--- config.mk ---
export PLATFORM = sky130hd
export DESIGN_NAME = layer_controller
export DESIGN_NICKNAME = d
export VERILOG_FILES = /design/src/rtl/layer_controller.sv
export SDC_FILE = /design/constraint.sdc
export NUM_CORES = 1
export LEC_CHECK = 0
export CAP_MARGIN = 5
export CORE_UTILIZATION = 40
export CTS_BUF_LIST = sky130_fd_sc_hd__clkbuf_8 sky130_fd_sc_hd__clkbuf_16
export DETAILED_ROUTE_END_ITERATION = 12
export PLACE_DENSITY = 0.7
export SLEW_MARGIN = 15
export SYNTH_ARGS = -nofsm -noshare
export SYNTH_HDL_FRONTEND = slang
export SYNTH_SLANG_ARGS = --single-unit
--- constraint.sdc ---
create_clock -name clk -period 1.8 [get_ports clk]
set_input_delay 0.36 -clock clk [delete_from_list [all_inputs] [get_ports clk]]
set_output_delay 0.36 -clock clk [all_outputs]
set_load 0.01 [all_outputs]
--- src/rtl/layer_controller.sv ---
// Sequencer for one fully-connected layer: per-neuron clear/accumulate/write loop with stall, abort and layer-done pulse.
// Optional bias beat per neuron when BIAS_CYCLE_EN is defined.
module layer_controller #(
  parameter int N_INPUTS  = 8,
  parameter int N_NEURONS = 4,
  localparam int IDX_W = $clog2(N_INPUTS + 1),
  localparam int NRN_W = (N_NEURONS > 1) ? $clog2(N_NEURONS) : 1
) (
  input  logic             clk,
  input  logic             rst,
  input  logic             start,
  input  logic             abort,
  input  logic             in_valid,
  output logic [IDX_W-1:0] in_idx,
  output logic [NRN_W-1:0] nrn_idx,
  output logic             acc_clr,
  output logic             acc_en,
  output logic             bias_sel,
  output logic             out_we,
  output logic [NRN_W-1:0] out_idx,
  output logic             busy,
  output logic             ready
);

  typedef enum logic [2:0] {
    IDLE  = 3'd0,
    CLEAR = 3'd1,
    ACCUM = 3'd2,
    WRITE = 3'd3,
    DONE  = 3'd4
  } state_t;

`ifdef BIAS_CYCLE_EN
  localparam logic [IDX_W-1:0] LAST_IN = IDX_W'(N_INPUTS);
`else
  localparam logic [IDX_W-1:0] LAST_IN = IDX_W'(N_INPUTS - 1);
`endif
  localparam logic [NRN_W-1:0] LAST_NRN = NRN_W'(N_NEURONS - 1);

  state_t state;

  always_ff @(posedge clk or negedge rst) begin
    if (!rst) begin
      state   <= IDLE;
      in_idx  <= '0;
      nrn_idx <= '0;
    end else if (abort && (state != IDLE)) begin
      // Abort outranks every transition, including completion in WRITE/DONE.
      state   <= IDLE;
      in_idx  <= '0;
      nrn_idx <= '0;
    end else begin
      case (state)
        IDLE: begin
          if (start && !abort) begin
            state   <= CLEAR;
            in_idx  <= '0;
            nrn_idx <= '0;
          end
        end
        CLEAR: begin
          state  <= ACCUM;
          in_idx <= '0;
        end
        ACCUM: begin
          if (in_valid) begin
            if (in_idx == LAST_IN) state  <= WRITE;
            else                   in_idx <= in_idx + 1'b1;
          end
        end
        WRITE: begin
          if (nrn_idx == LAST_NRN) begin
            state <= DONE;
          end else begin
            state   <= CLEAR;
            nrn_idx <= nrn_idx + 1'b1;
          end
        end
        DONE:    state <= IDLE;
        default: state <= IDLE;
      endcase
    end
  end

  assign acc_clr = (state == CLEAR);
  assign acc_en  = (state == ACCUM) && in_valid;
  assign out_we  = (state == WRITE);
  assign out_idx = nrn_idx;
  assign busy    = (state != IDLE);
  assign ready   = (state == DONE);

`ifdef BIAS_CYCLE_EN
  assign bias_sel = (state == ACCUM) && (in_idx == IDX_W'(N_INPUTS));
`else
  assign bias_sel = 1'b0;
`endif

endmodule

Yosys cells after proc, flatten, opt, wreduce, memory -nomap -nowiden
Cells that the tools add are included.
{"block": "totals", "input_bits": 5, "reg_bits": 9}
{"block": "classes", "add_sub_neg": 2, "muxes": 15, "eq_ne": 11, "n_reduce_logical": 11}
{"cell": "$mux W4", "count": 4}
{"cell": "$mux W3", "count": 5}
{"cell": "$ne A3 B3 Y1 const B", "count": 5}
{"cell": "$pmux W3 S4", "count": 1}
{"cell": "$pmux W4 S3", "count": 1}
{"cell": "$eq A3 B2 Y1 const B", "count": 2}
{"cell": "$mux W2", "count": 3}
{"cell": "$reduce_and A3 Y1", "count": 2}
{"cell": "$reduce_bool A3 Y1", "count": 2}
{"cell": "$add A4 B1 Y4 const B", "count": 1}
{"cell": "$eq A4 B3 Y1 const B", "count": 1}
{"cell": "$pmux W2 S2", "count": 1}
{"cell": "$reduce_and A4 Y1", "count": 1}
{"cell": "$reduce_bool A4 Y1", "count": 1}
{"cell": "$eq A3 B1 Y1 const B", "count": 1}
{"cell": "$eq A3 B3 Y1 const B", "count": 1}
{"cell": "$logic_and A1 B1 Y1", "count": 3}
{"cell": "$logic_not A3 Y1", "count": 1}
{"cell": "$add A2 B1 Y2 const B", "count": 1}
{"cell": "$eq A2 B2 Y1 const B", "count": 1}
{"cell": "$logic_not A1 Y1", "count": 1}

Longest topological paths before layout
{"block": "depth", "depth_word": 5, "mapped_depth": 5, "depth_no_buf": 5}

Worst setup path after synthesis
No wires, ideal clock.
{"block": "synth_path", "kind": "register -> register", "start": "register in_idx[0]", "end": "register in_idx[2]", "t_required_ns": 1.679, "t_arrival_ns": 1.608, "setup_slack_ns": 0.072, "path_stages_with_launch": 6, "cell_sequence": "dfrtp_1 ha_1 and4bb_2 o2bb2ai_1 or3_1 a22o_1"}
{"block": "synth_between", "elab_chain_cells": 5}
{"item": "from (decl)", "line_no": "14", "rtl": "output logic [IDX_W-1:0] in_idx,"}
{"item": "from (signal assigned)", "line_no": "68", "rtl": "else in_idx <= in_idx + 1'b1;"}
{"item": "$add A4 B1 Y4", "line_no": "68"}
{"item": "$mux W4", "line_no": "67", "rtl": "if (in_idx == LAST_IN) state <= WRITE;"}
{"item": "$mux W4", "line_no": "66", "rtl": "if (in_valid) begin"}
{"item": "$pmux W4 S3", "line_no": "53", "rtl": "case (state)"}
{"item": "$mux W4", "line_no": "47", "rtl": "end else if (abort && (state != IDLE)) begin"}
Several ways; a longest one is shown, not always the timed one. The select of a mux whose other input is x is not followed.
A chain may end at the register's enable or synchronous reset.

Worst setup path in the final report
{"block": "layout_path", "start": "register in_idx[1]", "end": "register in_idx[2]"}
Same word-level chain as after synthesis.

==> results.sh <==
export IMPL_status="finished clean"
export IMPL_post_route_period_util_pct=96.27
export IMPL_slew_violations=0
export IMPL_p_per_area_nw_per_um2=1197
export IMPL_drtPass1Iterations=4
export IMPL_ys_warnings_count=0
export IMPL_ff_latch_area_um2=227.7
export IMPL_yosysTopAreaCell="dfrtp_1"
export IMPL_fp_dieH_um=41.71
export IMPL_placement_rows=13
export IMPL_cts_tree="done"
export IMPL_worstPathCellList="ha_1 > and4bb_2 > o2bb2ai_1 > or3_1 > a22o_1"
export IMPL_synth_area_um2=630.6
export IMPL_syn_inst=69
export IMPL_die_area_um2=1739
export IMPL_cp_end_kind="flop"
export IMPL_grt_pass1_wl_um=2104
export IMPL_fin_nets=103
export IMPL_cp_required_ns=1.92
export IMPL_crit_path_max_incr_delay_ns=0.40
export IMPL_grt_pass1_vias=501
export IMPL_critical_path_peak_fanout=4
export IMPL_hold_violations=0
export IMPL_cts_sinks=9
export IMPL_via_count=582
export IMPL_fmaxAchievable_ghz=0.5771
export IMPL_cts_buffers=3
export IMPL_met1_usage_pct=19.07
export IMPL_crit_buf_inv=0
export IMPL_layout_min_cycle_time_ns=1.733
export IMPL_ys_top_cells_by_area="dfrtp_1, ha_1, buf_4"
export IMPL_drt_iter0_drc=11
export IMPL_p_total_mw=1.096
export IMPL_drc=0
export IMPL_hold_class="input pin to asynchronous set/reset pin"
export IMPL_worst_setup_path_type="flop to flop"
export IMPL_grt_max_degree=10
export IMPL_placed_area_um2=850.8
export IMPL_dpl_worst_slack_ns=-0.2145
export IMPL_clock_skew_ns=0.004072
export IMPL_grt_setup_unrepaired="false"
export IMPL_port_buffers=17
export IMPL_busiest_layer="met2"
export IMPL_clk_pin_slew_ns=0.05
export IMPL_postSynthAreaPerCell_um2=9.139
export IMPL_cp_start_kind="flop"
export IMPL_clock_root_buffer="clkbuf_8"
export IMPL_finish_instance_area_um2=915.9
export IMPL_wl_um=1328
export IMPL_clockBufferDepth=2
export IMPL_syn_to_final_growth_pct=45.24
export IMPL_clock_latency_ns=0.23
export IMPL_ant_nets=0
export IMPL_synth_top_area_share_pct=35.71
export IMPL_critPathSlowestCell="dfrtp_1"
export IMPL_synth_net_count=76
export IMPL_finalWeightedCongestion=0.7393
export IMPL_start_util_pct=45.61
export IMPL_gr_total_overflow=0
export IMPL_antenna_found_initial=0
export IMPL_peakVddDrop_uv=668.9
export IMPL_leakage_nw=0.4487
export IMPL_fin_ws_ns=0.06710
export IMPL_htreeDepth=1
export IMPL_routedWlPerCell_um=12.07
export IMPL_fp_dieW_um=41.71
export IMPL_dpl_hpwl_um=986.9
export IMPL_layout_drive_gt1_share_pct=26.32
export IMPL_core_um2=1383
export IMPL_pin_count=19
export IMPL_multiInputGateArea_um2=344.1
export IMPL_use_met2_pct=26.56
export IMPL_cp_top_family="simple AND/OR/NAND/NOR gates"
export IMPL_setup_viol=0
export IMPL_ys_ff_latch=9
export IMPL_antenna_cells=0
export IMPL_via_per_inst=5.291
export IMPL_seq_area_frac_synth_pct=35.71
export IMPL_track_usage_pct=16.06
export IMPL_met3_usage_pct=8.261
export IMPL_yosysUniqueCellTypes=33
export IMPL_fillers=129
export IMPL_critical_path_arrival_ns=1.85
export IMPL_maxCapViolations=0
layout by cell type, fill, tap and decap left out, drive strengths merged, types with 3 or more instances in the layout:
cell type / count
nor3b: 3
o21ai: 4
nor2: 5
buf: 13
nand2: 3
clkdlybuf4s50: 11
clkbuf: 3
inv: 4
nor3: 4
dfrtp: 9
dlygate4sd2: 5
or3: 3
worst reg2reg max path, delay by kind of cell, from the launching register on:
family,cells,cell delay [ns]
DFF,1,0.40
and+or+nand+nor,2,0.61
AOI/OAI and AO/OA,2,0.39
adders and majority gates,1,0.22
Yosys cell counts:
library cell,count
o32a_1,1
ha_1,2
nor3_1,4
and3_1,1
or3_1,3
conb_1,1
and2_1,1
nor2_1,5
o21ai_0,4
or4b_1,1
nand2_1,3
nor3b_1,3
buf_2,2
dfrtp_1,9
nor4_1,2
mux2i_1,1
and4bb_2,1
a311oi_1,1
o2bb2ai_1,1
a21o_1,1
inv_1,4
buf_4,3
mux2_2,2
a22o_1,1
xnor2_1,1
clkbuf_1,2
o41ai_1,1
nand3_1,2
o311a_4,1
buf_6,1
o31a_1,1
nor2b_1,2
a21oi_1,1
cell type report:
cell class / count / share of cell area, %
inverters: 4 / 1.639
clock inverters: 1 / 0.5464
well taps: 15 / 2.049
flip-flops and latches: 9 / 24.86
clock buffers: 3 / 4.508
repair buffers: 30 / 28.83
multi-input cells: 48 / 37.57
state kept, by name (all words and copies together), names as in the netlist:
signal and count:
in_idx 4, nrn_idx 2, state 3
logic make-up (layout without fill, tap and decap cells):
| kind of cell | count (synthesis) | in the layout | synth area share [%] |
|---|---|---|---|
| AND/OR/NAND/NOR | 28 | 28 | 25.60 |
| multiplexers | 3 | 3 | 5.159 |
| flip-flops | 9 | 9 | 35.71 |
| XOR/XNOR | 1 | 1 | 1.389 |
| adder cells (fa/ha/maj) | 2 | 2 | 3.968 |
| other | 1 | 1 | 0.5947 |
| AO/OA/AOI/OAI | 13 | 13 | 17.06 |
| buffers and inverters | 12 | 38 | 10.52 |
metrics by stage:
step                      util, %  hold slack (ns)  instances  TNS, ns
final                       66.24           0.4297        110        0
after global routing        66.24           0.4705        110        0
after CTS                   65.88           0.4436        110        0
after detailed placement    61.54           0.5582        104  -0.9181
after global placement      61.54           0.5576        104  -0.8488
after floorplan                 -          0.06441         69        0
timing repair:
item,in CTS,in global routing
endpoints found under the setup margin,5,3
hold buffers,0,0
resized for setup,8,2
buffers inserted,2,0
per-layer routing:
layer	part of all wire (%)	routed length [µm]
met1	48	639
met2	46	608
met3	6.1	81
met4	0	0
met5	0	0
power breakdown:
| group | internal, mW | total (mW) | switching [mW] |
|---|---|---|---|
| clock network | 0.151 | 0.235 | 0.0837 |
| logic | 0.323 | 0.575 | 0.252 |
| registers | 0.240 | 0.286 | 0.0460 |
path summary, 6_finish.rpt:
check                      startpoint         end  slack (ns)  cells past startpoint
min in group clk           nrn_idx[1]  nrn_idx[1]        0.56                      2
min                               rst    state[1]        0.43                      1
max in group asynchronous         rst    state[0]        1.05                      1
max                         in_idx[1]   in_idx[2]        0.07                      5
max reg2reg                 in_idx[1]   in_idx[2]        0.07                      5
min reg2reg                nrn_idx[1]  nrn_idx[1]        0.56                      2
(Power assumes the default switching activity.)
